**src/rtl/down_timer_pkg.sv**
```systemverilog
// timer_pkg: shared types and constants for the down_timer block.
//   state_t  - FSM states of the timer controller
//   dp_op_t  - datapath operation selected by the controller each cycle
//   DEF_WIDTH - default counter width
package timer_pkg;

    localparam int DEF_WIDTH = 8;

    typedef enum logic [1:0] {
        IDLE,
        RUN,
        DONE
    } state_t;

    typedef enum logic [1:0] {
        OP_HOLD,    // count and reload register keep their values
        OP_LOAD,    // count <- load_val, reload <- load_val
        OP_DEC,     // count <- count - 1
        OP_RELOAD   // count <- reload register
    } dp_op_t;

endpackage

```
**src/rtl/down_timer_if.sv**
```systemverilog
// down_timer_if: control/status bundle of the down_timer.
//   load_val, start, stop, auto_reload : controller -> timer
//   count, busy, done, tc              : timer -> controller
// Modports: master (drives controls, observes status), slave (the timer).
interface down_timer_if #(
    parameter int WIDTH = timer_pkg::DEF_WIDTH
);
    logic [WIDTH-1:0] load_val;
    logic             start;
    logic             stop;
    logic             auto_reload;
    logic [WIDTH-1:0] count;
    logic             busy;
    logic             done;
    logic             tc;

    modport master (
        output load_val, start, stop, auto_reload,
        input  count, busy, done, tc
    );

    modport slave (
        input  load_val, start, stop, auto_reload,
        output count, busy, done, tc
    );
endinterface

```
**src/rtl/down_cnt_dp.sv**
```systemverilog
// down_cnt_dp: count register plus reload register for the down_timer.
//   clk, rst  - clock, asynchronous active-high reset (both registers -> 0)
//   op        - operation to apply on the next rising edge
//   load_val  - value taken by OP_LOAD
//   count     - current count
//   zero      - count == 0
//   nxt_zero  - count will be 0 after the next edge (lets the controller
//               register tc alongside its state)
module down_cnt_dp
    import timer_pkg::*;
#(
    parameter int WIDTH = DEF_WIDTH
) (
    input  logic             clk,
    input  logic             rst,
    input  dp_op_t           op,
    input  logic [WIDTH-1:0] load_val,
    output logic [WIDTH-1:0] count,
    output logic             zero,
    output logic             nxt_zero
);

    logic [WIDTH-1:0] rld;
    logic [WIDTH-1:0] count_nxt;
    logic [WIDTH-1:0] rld_nxt;

    always_comb begin
        count_nxt = count;
        rld_nxt   = rld;
        case (op)
            OP_LOAD: begin
                count_nxt = load_val;
                rld_nxt   = load_val;
            end
            // Controller only issues OP_DEC when count != 0, so no wrap.
            OP_DEC:    count_nxt = count - WIDTH'(1);
            OP_RELOAD: count_nxt = rld;
            default:   ;
        endcase
    end

    always_ff @(posedge clk or posedge rst) begin
        if (rst) begin
            count <= '0;
            rld   <= '0;
        end else begin
            count <= count_nxt;
            rld   <= rld_nxt;
        end
    end

    assign zero     = (count == '0);
    assign nxt_zero = (count_nxt == '0);

endmodule

```
**src/rtl/down_timer.sv**
```systemverilog
// down_timer: programmable down-counting timer, one-shot or auto-reload.
//   clk  - rising-edge clock
//   rst  - asynchronous active-high reset
//   bus  - down_timer_if.slave: load_val/start/stop/auto_reload in,
//          count/busy/done/tc out
// Edge priority: rst > stop > start > normal countdown. All status outputs
// are flops, so there is no combinational path from inputs to outputs.
module down_timer
    import timer_pkg::*;
#(
    parameter int WIDTH = DEF_WIDTH
) (
    input  logic        clk,
    input  logic        rst,
    down_timer_if.slave bus
);

    state_t           state;
    state_t           state_nxt;
    dp_op_t           op;
    logic [WIDTH-1:0] count;
    logic             zero;
    logic             nxt_zero;
    logic             busy_q;
    logic             done_q;
    logic             tc_q;

    down_cnt_dp #(.WIDTH(WIDTH)) u_dp (
        .clk      (clk),
        .rst      (rst),
        .op       (op),
        .load_val (bus.load_val),
        .count    (count),
        .zero     (zero),
        .nxt_zero (nxt_zero)
    );

    always_comb begin
        op        = OP_HOLD;
        state_nxt = state;
        if (bus.stop) begin
            state_nxt = IDLE;
        end else if (bus.start) begin
            op        = OP_LOAD;
            state_nxt = RUN;
        end else if (state == RUN) begin
            if (!zero)                op        = OP_DEC;
            else if (bus.auto_reload) op        = OP_RELOAD;
            else                      state_nxt = DONE;
        end
    end

    // Outputs are decoded from next state so they land in the same cycle
    // as the state they describe.
    always_ff @(posedge clk or posedge rst) begin
        if (rst) begin
            state  <= IDLE;
            busy_q <= 1'b0;
            done_q <= 1'b0;
            tc_q   <= 1'b0;
        end else begin
            state  <= state_nxt;
            busy_q <= (state_nxt == RUN);
            done_q <= (state_nxt == DONE);
            tc_q   <= (state_nxt == RUN) && nxt_zero;
        end
    end

    assign bus.count = count;
    assign bus.busy  = busy_q;
    assign bus.done  = done_q;
    assign bus.tc    = tc_q;

endmodule
```
**src/flat_wrapper.sv**
```systemverilog
// flat-port wrapper written by rule: the top's interface ports become plain ports
module down_timer_flat import timer_pkg::*;
#(
    parameter int WIDTH = DEF_WIDTH
)
  (clk, rst, bus_load_val, bus_start, bus_stop, bus_auto_reload, bus_count, bus_busy, bus_done, bus_tc);
  down_timer_if #(.WIDTH(WIDTH)) bus_i ();
  input  logic clk;
  input  logic rst;
  input wire logic [$bits(bus_i.load_val)-1:0] bus_load_val;
  input wire logic [$bits(bus_i.start)-1:0] bus_start;
  input wire logic [$bits(bus_i.stop)-1:0] bus_stop;
  input wire logic [$bits(bus_i.auto_reload)-1:0] bus_auto_reload;
  output wire logic [$bits(bus_i.count)-1:0] bus_count;
  output wire logic [$bits(bus_i.busy)-1:0] bus_busy;
  output wire logic [$bits(bus_i.done)-1:0] bus_done;
  output wire logic [$bits(bus_i.tc)-1:0] bus_tc;
  assign bus_i.load_val = bus_load_val;
  assign bus_i.start = bus_start;
  assign bus_i.stop = bus_stop;
  assign bus_i.auto_reload = bus_auto_reload;
  assign bus_count = bus_i.count;
  assign bus_busy = bus_i.busy;
  assign bus_done = bus_i.done;
  assign bus_tc = bus_i.tc;
  down_timer #(.WIDTH(WIDTH)) u_core (.clk(clk), .rst(rst), .bus(bus_i));
endmodule
```
**config.mk**
```make
export PLATFORM = sky130hd
export DESIGN_NAME = down_timer_flat
export DESIGN_NICKNAME = d
export VERILOG_FILES = /design/src/rtl/down_timer_pkg.sv /design/src/rtl/down_timer_if.sv /design/src/rtl/down_cnt_dp.sv /design/src/rtl/down_timer.sv /design/src/flat_wrapper.sv
export SDC_FILE = /design/constraint.sdc
export NUM_CORES = 1
export LEC_CHECK = 0
export ABC_AREA = 1
export CORE_ASPECT_RATIO = 1.25
export CORE_MARGIN = 2
export CORE_UTILIZATION = 54
export DETAILED_ROUTE_END_ITERATION = 7
export HOLD_SLACK_MARGIN = 0.05
export MAX_ROUTING_LAYER = met4
export PLACE_DENSITY_LB_ADDON = 0.2
export RECOVER_POWER = 100
export SLEW_MARGIN = 20
export SYNTH_ARGS = -nofsm -noshare
export SYNTH_HDL_FRONTEND = slang
export SYNTH_SLANG_ARGS = --single-unit
export TNS_END_PERCENT = 20
```
**constraint.sdc**
```tcl
create_clock -name clk -period 3.1 [get_ports clk]
set_input_delay 0.465 -clock clk [delete_from_list [all_inputs] [get_ports clk]]
set_output_delay 0.465 -clock clk [all_outputs]
set_load 0.01 [all_outputs]
```
After elaboration in Yosys (flattened, before gate mapping)
Cells that the tools add are included.

Register bits after elaboration: 21. Output and inout bits: 11. Input bits: 13. Word-level logic and storage cells: 27.

Mux-type cells: 11. Add/sub/neg operators: 1. Reduce and logical (&&, ||, !) cells: 3. Equality and inequality tests: 6.

Operators by type and width (number): 8-bit one-hot mux with 3 select lines (1); 2-bit 2-to-1 mux (10); 8-bit logical NOT (2); 8-bit by 1-bit subtractor with 8-bit output (second input constant) (1); 2-bit by 1-bit equality test with 1-bit output (second input constant) (3); 2-bit equality test (second input constant) (3); 1-bit logical AND (1).

Longest topological paths before layout
Word-level depth: 9. Mapped depth: 14. Gate-level depth less buffers: 14.

Hierarchy
From an unflattened synthesis, not the netlist that was laid out.

Cells, all modules: 176. Area total of the unflattened synthesis: 1228.7 um^2.

Modules (own cells, without submodules): down_cnt_dp (cells an instance 146, times used 1, seq. area each 400.4 um^2, area each 987.2 um^2); down_timer (cells an instance 30, times used 1, seq. area each 125.1 um^2, area each 241.5 um^2).

Worst setup path before layout
No wires, ideal clock.

Kind: register to register. Start point: register u_core.u_dp.count[0]. End point: register u_core.tc_q (netlist: u_core.bus.tc). Path buffers: 1. Slack: 1.329 ns. Data required time: 2.986 ns. Arrival: 1.656 ns. Cell stages (with the launch flop): 15. Path through: dfrtp_1 -> inv_1 -> ha_1 -> nand2_2 -> nor2_4 -> nand3_2 -> nand2_2 -> buf_6 -> nand2_4 -> nor2_2 -> inv_2 -> nand2_1 -> nor2_1 -> nand2_1 -> nor2_1.

Longest elaborated chain between the ends: 9.

Ends and longest elaborated chain: from (decl) (line down_cnt_dp.sv:18) `output logic [WIDTH-1:0] count,`; from (signal assigned) (line down_cnt_dp.sv:47) `count <= count_nxt;`; 8-bit logical NOT (line down_cnt_dp.sv:52) `assign zero = (count == '0);`; 2-bit 2-to-1 mux (line down_timer.sv:47) `if (!zero) op = OP_DEC;`; 2-bit 2-to-1 mux (line down_timer.sv:46) `end else if (state == RUN) begin`; 2-bit 2-to-1 mux (line down_timer.sv:43) `end else if (bus.start) begin`; 2-bit 2-to-1 mux (line down_timer.sv:41) `if (bus.stop) begin`; 2-bit equality test / 2-bit by 1-bit equality test with 1-bit output (equally long branches) (line down_cnt_dp.sv:30) `case (op)`; 8-bit one-hot mux with 3 select lines (line down_cnt_dp.sv:30); 8-bit logical NOT (line down_cnt_dp.sv:53) `assign nxt_zero = (count_nxt == '0);`; 1-bit logical AND (*) (line down_timer.sv:65) `tc_q <= (state_nxt == RUN) && nxt_zero;`; to (signal assigned) (line down_timer.sv:65); to (decl) (line down_timer.sv:26) `logic tc_q;`.

Mark *: on every way between the ends. The rest lies on a longest branch, timed or not. A chain may end at the register's enable or synchronous reset.

Final worst setup path
Start point: register u_core.u_dp.count[0]. End point: register u_core.tc_q (netlist: u_core.bus.tc).

Longest elaborated chain between the ends: 9.

Ends and longest elaborated chain: 8-bit logical NOT (line down_cnt_dp.sv:52); 2-bit 2-to-1 mux (line down_timer.sv:47); 2-bit 2-to-1 mux (line down_timer.sv:46); 2-bit 2-to-1 mux (line down_timer.sv:43); 2-bit 2-to-1 mux (line down_timer.sv:41); 2-bit equality test / 2-bit by 1-bit equality test with 1-bit output (equally long branches) (line down_cnt_dp.sv:30); 8-bit one-hot mux with 3 select lines (*) (line down_cnt_dp.sv:30); via u_core.u_dp.count_nxt[5] (line down_cnt_dp.sv:24) `logic [WIDTH-1:0] count_nxt;`; 8-bit logical NOT (*) (line down_cnt_dp.sv:53); 1-bit logical AND (*) (line down_timer.sv:65).

The timed path passes the listed nets; every way through them passes the cells marked *.

==> out/results.ini <==
[final_layout]
fin_area_mm2=0.001484
final_cell_count_no_fill=216
antenna_cells=0
layout-drive-gt1-share=0.1189
fillers=186
nets=200
area_growth_pct=20.28

[sta]
setup_viol=0
slew_headroom=0.4843
fin_tns_setup_ns=0
maxSlewViolCount=0
rsz0062_at_grt=no
finalClockSkew_ns=0.002152
period_share=0.7805
tightest_slew_ns=0.7728
fmax_mhz=413.3
hold_viol=0
setup_ws_ns=0.6805
post-route-min-period_ns=2.419

[placement]
portBuffers=23
pre_cts_ws_ns=0.7940
dp.cells=212
hpwl_um=2099
place_area_mm2=0.001491
gp_congestion=0.9123

[die]
core-area_mm2=0.002187
initial_core_util=0.5641
die_w_um=46.75
dieArea_mm2=0.002685
rows=19
die_y_um=57.44
io_pins=24

[drt]
num_vias=1110
routed_wl_um=2700
drc_errors=0
avgRoutedWirePerCell_um=12.50
firstDrtPassIters=4
ant_nets=0
viasPerCell=5.139
drt_iter0_drc=25

[logic_synthesis]
synth-edff-count=0
netlist.area_leader.share=0.4260
yosysTopAreaCell=dfrtp_1
synthesis.instances=159
ys_seq_area_frac=0.4260
synthesis.nets=173
ys_types=22
synthArstFlopShare=1.000
synth_ff_type=dfrtp_1
syn_avg_cell_area_um2=7.759
synth.most_common_cell=nor2_1
synth_warnings=0
synth.area.top_cells=dfrtp_1 (43%), nor2_1 (9.4%), inv_1 (7.6%)
synth_area_mm2=0.001234
ys_ff_latch=21
synth_common_cells=nor2_1 (31), inv_1 (25), dfrtp_1 (21)

[clock_network]
ctsResizeCount=0
root_buffer=clkbuf_4
cts_buffer_depth=2
clkSinkCount=21
cts_htree_levels=1
cts_tree=yes
cts_buffers=3
clk_pin_slew_worst_paths_ns=0.12
post_cts_buffers=0
cts_hold_buf=0
clk_latency_ns=0.31

[pwr]
power_density_mw_per_mm2=472.0
share_seq_of_total_power=0.483
switching_power_uw=247.6
ir_drop_uv=373.6
p_int_uw=452.9
p_clk_frac=0.196
combPwrFrac=0.322
switching_share=0.3534
power.leakage_uw=0.0007528

[global_routing]
grt_overflow=0
antenna_found_initial=0
grt_use_total=0.2455
grt_pass1_wl_um=4636
grt_pass1_vias=1095
grt_max_degree=22

[critical_path]
critPathArrivalTime_ns=2.64
r2r_setup_slack_ns=0.68
critPathKind=flop to flop
r2r-start=u_core.u_dp.count[0]
end_kind=flop
startpoint=u_core.u_dp.count[0]
crit_fanout=11
worst-endpoint-required_ns=3.32
start_kind=flop

[min_path]
min_from=u_core.u_dp.rld[3]
min_path_type=flop to flop

[outcome]
status=complete, no violations

[job]
maxCapViolCount=0

[cell families (layout without fill, tap and decap cells)]
family,after synthesis,after routing,share of synthesized area
compound gates,18,18,0.08418
simple gates,85,85,0.3621
flops,21,21,0.4260
fa+ha+maj,1,1,0.01014
buf+inv,32,58,0.1034
xor+xnor,2,2,0.01420
[power groups by stage]
stage	clock network (uW)	registers [uW]	logic, uW
3_5_place_dp	0	346	240
6_report	137	338	225
2_1_floorplan	0	350	144
3_3_place_gp	0	345	237
4_1_cts	138	340	242
5_1_grt	150	344	255
[layout by cell type (no fill, tap or decap), types with 2 or more instances in the layout]
cell             netlist  routed
a21oi_1                3       3
nor2_1                31      32
nand2_1               17      19
dlygate4sd3_1          0      12
clkdlybuf4s50_1        0      11
o21ai_0               12      13
nand2_2                4       4
nand4_1                2       2
inv_2                  6       4
inv_1                 25      27
nand3_2                5       2
dfrtp_1               21      21
nor2_2                 4       4
clkbuf_4               0       3
nand3_1               16      19
[sequential cells by signal, indices dropped and copies added, names as in the netlist]
signal / flops
u_core.bus.tc: 1
u_core.bus.done: 1
u_core.bus.busy: 1
u_core.u_dp.rld: 8
u_core.u_dp.count: 8
u_core.state: 2
[final cells by class]
cell class	count	area [um^2]	area share
inverter	31	116.4	0.07842
clock inverter	1	7.507	0.005059
clock buffer	3	22.52	0.01518
multi-input combinational	106	543.0	0.3659
tap	31	38.79	0.02614
timing repair buffer	23	230.2	0.1551
sequential	21	525.5	0.3541
[routing by layer]
layer	track usage	wire, um	up-vias
met5	-	0	-
met4	0.08333	59	0
met3	0.02848	76	7
met2	0.4147	1399	24
met1	0.2951	1165	532
li1	-	-	547
[path summary, 6_finish.rpt]
check                      cells past startpoint                    to
setup / recovery                              13         u_core.bus.tc
hold / removal                                 2    u_core.u_dp.rld[3]
setup reg to reg                              13         u_core.bus.tc
hold reg to reg                                2    u_core.u_dp.rld[3]
max in group asynchronous                      2  u_core.u_dp.count[7]
min in group asynchronous                      2    u_core.u_dp.rld[5]
[critical path, cell delays in order (launching register included)]
cell     delay [ns]
dfrtp_1        0.43
inv_1          0.10
ha_1           0.23
nand2_2        0.07
nor2_1         0.29
nand3_1        0.24
nand2_2        0.26
nand2_1        0.19
inv_1          0.15
nand2_1        0.07
nand3_1        0.10
nor2_1         0.06
nand3_1        0.08
nor2_1         0.04
[through the flow]
stage / utilization / hold WS, ns / power, uW
floorplan: - / 0.4415 / 494.2
finish: 0.6785 / 0.5005 / 700.5
CTS: 0.6957 / 0.5045 / 721.1
detailed placement: 0.6819 / 0.4745 / 586.3
global placement: 0.6819 / 0.4742 / 582.2
global route: 0.6785 / 0.5529 / 748.7
Power figures use the tool's default switching activity.
